--- src/rtl/n_serial_subtractor.sv ---
// Bit-serial subtractor: D = A - B - b_in computed LSB first over N cycles,
// with valid/ready handshakes on both the operand and result sides.
module n_serial_subtractor #(
    parameter int N = 8
) (
    input  logic         clk,
    input  logic         rst,
    input  logic         s_valid,
    output logic         s_ready,
    input  logic [N-1:0] A,
    input  logic [N-1:0] B,
    input  logic         b_in,
    output logic         m_valid,
    input  logic         m_ready,
    output logic [N-1:0] D,
    output logic         b_out,
    output logic         ovf
);

    localparam int CW = $clog2(N);
    localparam logic [CW-1:0] LAST = CW'(N - 1);

    typedef enum logic [1:0] {
        IDLE,
        BUSY,
        DONE
    } state_t;

    state_t        state;
    logic [N-1:0]  a_sh;
    logic [N-1:0]  b_sh;
    logic [N-1:0]  res;
    logic          br;
    logic [CW-1:0] cnt;

    logic          bit_a;
    logic          bit_b;
    logic          d_bit;
    logic          br_next;
    logic [N-1:0]  res_next;

    // One full-subtractor cell; the result register fills from the MSB end.
    always_comb begin
        bit_a    = a_sh[0];
        bit_b    = b_sh[0];
        d_bit    = bit_a ^ bit_b ^ br;
        br_next  = (~bit_a & bit_b) | (~(bit_a ^ bit_b) & br);
        res_next = {d_bit, {(N-1){1'b0}}} | (res >> 1);
    end

    assign s_ready = (state == IDLE) && !rst;
    assign m_valid = (state == DONE);

    always_ff @(posedge clk or posedge rst) begin
        if (rst) begin
            state <= IDLE;
            a_sh  <= '0;
            b_sh  <= '0;
            res   <= '0;
            br    <= 1'b0;
            cnt   <= '0;
            D     <= '0;
            b_out <= 1'b0;
            ovf   <= 1'b0;
        end else begin
            case (state)
                IDLE: begin
                    if (s_valid) begin
                        a_sh  <= A;
                        b_sh  <= B;
                        br    <= b_in;
                        cnt   <= '0;
                        state <= BUSY;
                    end
                end
                BUSY: begin
                    a_sh <= a_sh >> 1;
                    b_sh <= b_sh >> 1;
                    res  <= res_next;
                    br   <= br_next;
                    if (cnt == LAST) begin
                        // br here is the borrow into the MSB, so overflow is its
                        // disagreement with the borrow out of the MSB.
                        cnt   <= '0;
                        D     <= res_next;
                        b_out <= br_next;
                        ovf   <= br ^ br_next;
                        state <= DONE;
                    end else begin
                        cnt <= cnt + 1'b1;
                    end
                end
                DONE: begin
                    if (m_ready) begin
                        state <= IDLE;
                    end
                end
                default: begin
                    state <= IDLE;
                end
            endcase
        end
    end

endmodule

--- config.mk ---
export PLATFORM = sky130hd
export DESIGN_NAME = n_serial_subtractor
export DESIGN_NICKNAME = d
export VERILOG_FILES = /design/src/rtl/n_serial_subtractor.sv
export SDC_FILE = /design/constraint.sdc
export NUM_CORES = 1
export LEC_CHECK = 0
export BUFFER_PORTS_ARGS = -buffer_cell sky130_fd_sc_hd__buf_2
export CORE_MARGIN = 8
export CORE_UTILIZATION = 45
export CTS_CLUSTER_SIZE = 10
export DETAILED_ROUTE_END_ITERATION = 8
export HOLD_SLACK_MARGIN = 0.05
export PLACE_DENSITY_LB_ADDON = 0.1
export SLEW_MARGIN = 20
export SYNTH_ARGS = -nofsm -noshare
export SYNTH_HDL_FRONTEND = slang
export SYNTH_SLANG_ARGS = --single-unit
--- constraint.sdc ---
create_clock -name clk -period 3.1 [get_ports clk]
set_input_delay 0.62 -clock clk [delete_from_list [all_inputs] [get_ports clk]]
set_output_delay 0.62 -clock clk [all_outputs]
set_load 0.02 [all_outputs]
# After elaboration in Yosys (flattened, before gate mapping)
# Cells that the tools add are included.
word_totals:
  reg_bits: 40
  wordCells: 45
  output_inout_bits: 12
  in_bits: 21
classes:
  n_addsub: 1
  muxes: 13
  n_bitwise: 9
  reduce_logical: 7
  eq_ne: 6
ops:
  columns: ["cell", "count"]
  rows:
  - ["$pmux 8 s2", 2]
  - ["$mux 8", 2]
  - ["$or 8x7->8", 1]
  - ["$mux 2", 3]
  - ["$mux 3", 2]
  - ["$pmux 2 s3", 1]
  - ["$pmux 3 s2", 1]
  - ["$ne 2x2->1 const B", 2]
  - ["$reduce_and 2->1", 2]
  - ["$add 3x1->3 const B", 1]
  - ["$eq 3x3->1 const B", 1]
  - ["$reduce_and 3->1", 1]
  - ["$xor 1x1->1", 3]
  - ["$and 1x1->1", 2]
  - ["$eq 2x1->1 const B", 1]
  - ["$eq 2x2->1 const B", 1]
  - ["$logic_not 2->1", 1]
  - ["$ne 2x1->1 const B", 1]
  - ["$not 1->1", 2]
  - ["$pmux 1 s2", 1]
  - ["$reduce_bool 2->1", 1]
  - ["$logic_and 1x1->1", 1]
  - ["$logic_not 1->1", 1]
  - ["$mux 1", 1]
  - ["$or 1x1->1", 1]

# Longest topological paths before layout
logic_depth:
  depth_word: 5
  ltp_mapped: 5
  mapped_depth_nobuf: 4

# Worst setup path after synthesis
# No wires, ideal clock.
synth_timing:
  path_kind: "register -> output"
  from: "reg state[0]"
  to: "out s_ready"
  arrival_time_ns: 1.186
  path_buffers: 2
  required_time_ns: 2.480
  setup_slack_ns: 1.294
  path_stages_with_launch: 4
  path_cell_list: "dfrtp_1 buf_2 buf_2 nor3_1"
synth_between:
  elab_chain_len: 2
synth_rtl:
  columns: ["element", "line_no", "text"]
  rows:
  - ["start: declaration", "29", "state_t state;"]
  - ["start signal: assignment", "56", "state <= IDLE;"]
  - ["start signal: assignment", "73", "state <= BUSY;"]
  - ["start signal: assignment", "88", "state <= DONE;"]
  - ["$logic_not 2->1", "51", "assign s_ready = (state == IDLE) && !rst;"]
  - ["$logic_and 1x1->1", "51", null]
  - ["end: declaration", "9", "output logic s_ready,"]
# Every way passes these cells.

# Worst setup path after layout
layout_timing:
  from: "reg state[1]"
  to: "out m_valid"
layout_between:
  elab_chain_len: 1
layout_rtl:
  columns: ["element", "line_no", "text"]
  rows:
  - ["$eq 2x2->1", "52", "assign m_valid = (state == DONE);"]
  - ["end: declaration", "13", "output logic m_valid,"]
# Every way passes these cells.

==> impl_metrics.json <==
{
  "outcome": "complete, no violations",
  "synth_area_per_cell_um2": 12.5,
  "dp_hpwl_mm": 2.52,
  "fin_nets": 204,
  "clk_path_buf_depth": 2,
  "cts_tree": "done",
  "rrSetupSlack_ps": 1110,
  "crit_arrival_ps": 1630,
  "seq_area_frac_synth_pct": 52.7,
  "crit_required_ps": 2480,
  "h-tree-depth": 2,
  "p_per_area_mw_per_mm2": 1020,
  "numCtsBuffers": 5,
  "final_common_cell": "dfrtp_1",
  "synthCells": 148,
  "reg2reg_from": "state[1]",
  "fmax_ghz": 0.445,
  "die_y_um": 80.1,
  "dieArea_mm2": 0.00642,
  "drt-total-wl_mm": 3.51,
  "grt_pass1_vias": 1224,
  "synth_cell_type_count": 30,
  "start_kind": "register",
  "grt_max_degree": 31,
  "syn_nets": 172,
  "finalSetupViolCount": 0,
  "hold_viol_final": 0,
  "synthTopCellsByArea": "dfrtp_1, mux2_1, nor3b_1",
  "place_area_mm2": 0.00202,
  "initial_core_util_pct": 46.6,
  "period_needed_ps": 2250,
  "tightest_slew_ps": 917,
  "first_pass_iters": 4,
  "grt_usage_pct": 11.5,
  "clock_latency_ps": 280,
  "reg2reg_to": "D[1]",
  "cts.sinks": 39,
  "synth-seq-cells": 39,
  "sw_frac_of_total_pct": 34.9,
  "combPwrFrac_pct": 39.4,
  "antenna_found_initial": 0,
  "hp-class": "in -> async",
  "cp_max_fo": 30,
  "yosysTopAreaCell": "dfrtp_1",
  "postCtsHoldBufs": 0,
  "p_clk_share_pct": 19.7,
  "via_per_inst": 5.22,
  "worst_setup_path_end_kind": "output port",
  "final_cell_mix": "dfrtp_1, buf_2, inv_1",
  "setup_tns_ps": 0,
  "rows": 23,
  "io_pins": 33,
  "design_area_mm2": 0.00214,
  "whs_ps": 311,
  "core_mm2": 0.00397,
  "wire_per_inst_um": 15.2,
  "finalMaxSlewViolations": 0,
  "seqPwrFrac_pct": 41.0,
  "grt_pass1_wl_mm": 5.82,
  "clk_pin_slew_ps": 70,
  "power.internal_uw": 1420,
  "leakage_uw": 0.00101,
  "r2r_cells": 2,
  "synth_area_mm2": 0.00185,
  "postRouteAntennaNets": 0,
  "worstSetupPathType": "reg -> out",
  "grt_overflow_total": 0,
  "period_share_pct": 72.5,
  "power_uw": 2180,
  "io_buffers": 32,
  "max_slew_margin_pct": 38.9,
  "rsz0062_at_grt": "false",
  "first_iter_violations": 39,
  "antenna_cells": 0,
  "finalCoreUtilization_pct": 53.9,
  "cts_root_buf": "clkbuf_8",
  "p_sw_uw": 762,
  "drive_gt1_share_pct": 29.8,
  "maxCapViolations": 0,
  "finalClockSkew_ps": 1.70,
  "vdd_drop_max_mv": 0.400,
  "post_cts_buffers": 0,
  "yosys_warnings": 0,
  "die_w_um": 80.1,
  "cts_resized": 0,
  "drc": 0,
  "synth_top_area_share_pct": 52.7,
  "synthToLayoutAreaGrowth_pct": 15.6,
  "place_congestion": 0.693,
  "vias": 1205
}
-- synth_stat cells --
master / instances
clkbuf_1: 1
a211oi_2: 2
mux2_2: 3
nor2_2: 1
nor2b_1: 5
mux2i_1: 1
dfrtp_1: 39
nor3_1: 1
buf_4: 1
inv_1: 18
nor4b_1: 10
ha_1: 2
o21ai_0: 1
a211oi_1: 8
nor3b_1: 13
nand3b_1: 1
a21oi_1: 1
xnor2_1: 1
fa_1: 1
nor2_1: 1
a221oi_2: 3
nand2b_1: 3
mux2_1: 13
a32o_1: 2
buf_6: 4
a222oi_1: 2
buf_2: 5
o21bai_1: 1
a22o_1: 3
and2b_4: 1
-- routing by layer --
| metal | GRT usage (%) | wire [um] | vias to the layer above |
|---|---|---|---|
| li1 | - | - | 592 |
| met4 | 3.27 | 34 | 0 |
| met5 | 0 | 0 | - |
| met2 | 18.8 | 1680 | 31 |
| met3 | 4.13 | 186 | 4 |
| met1 | 13.9 | 1600 | 578 |
-- worst max-delay path, stage by stage (launching register included) --
cell and delay, ps:
dfrtp_1 950, nand2b_1 160, inv_1 80, buf_2 160
-- flip-flops by register name (all words and copies together) (netlist names) --
| signal | cells |
|---|---|
| a_sh | 8 |
| state | 2 |
| ovf | 1 |
| res | 7 |
| b_out | 1 |
| cnt | 3 |
| br | 1 |
| D | 8 |
| b_sh | 8 |
-- area by class of cell --
| type | instances | area [um^2] |
|---|---|---|
| Fill cell | 384 | 1830 |
| Sequential cell | 39 | 976 |
| Multi-Input combinational cell | 80 | 726 |
| Timing Repair Buffer | 36 | 190 |
| Clock buffer | 6 | 82.6 |
| Inverter | 18 | 67.6 |
| Tap cell | 50 | 62.6 |
| Clock inverter | 2 | 35.0 |
-- per-stage QoR --
stage                     std cells  worst slack (ps)
final                           231               853
after global routing            231               694
after CTS                       231               828
after detailed placement        223              1110
after global placement          223              1160
after floorplan                 148              1290
-- power by group through the flow --
stage	sequential, uW	combinational, uW	clock [uW]
floorplan	942	647	0
global placement	898	844	0
detailed placement	910	874	0
CTS	898	878	442
global route	931	954	468
finish	894	859	429
-- cell families after synthesis --
logic type / share of synthesized area (%)
adder cells (fa/ha/maj): 2.43
buffers and inverters: 8.05
multiplexers: 10.3
flip-flops: 52.7
AND/OR/NAND/NOR: 14.5
XOR/XNOR: 0.473
AO/OA/AOI/OAI: 11.6
-- how the worst max path moves through the flow --
stage              from  slack [ps]      end  cells past startpoint
4_1_cts        state[1]         830  m_valid                      3
3_3_place_gp   state[1]        1160     D[1]                      2
6_report       state[1]         850  m_valid                      3
2_1_floorplan  state[0]        1290  s_ready                      3
5_1_grt        state[1]         690  m_valid                      3
3_5_place_dp   state[1]        1110     D[1]                      2
Note: power is estimated with default switching activity, not from simulation.
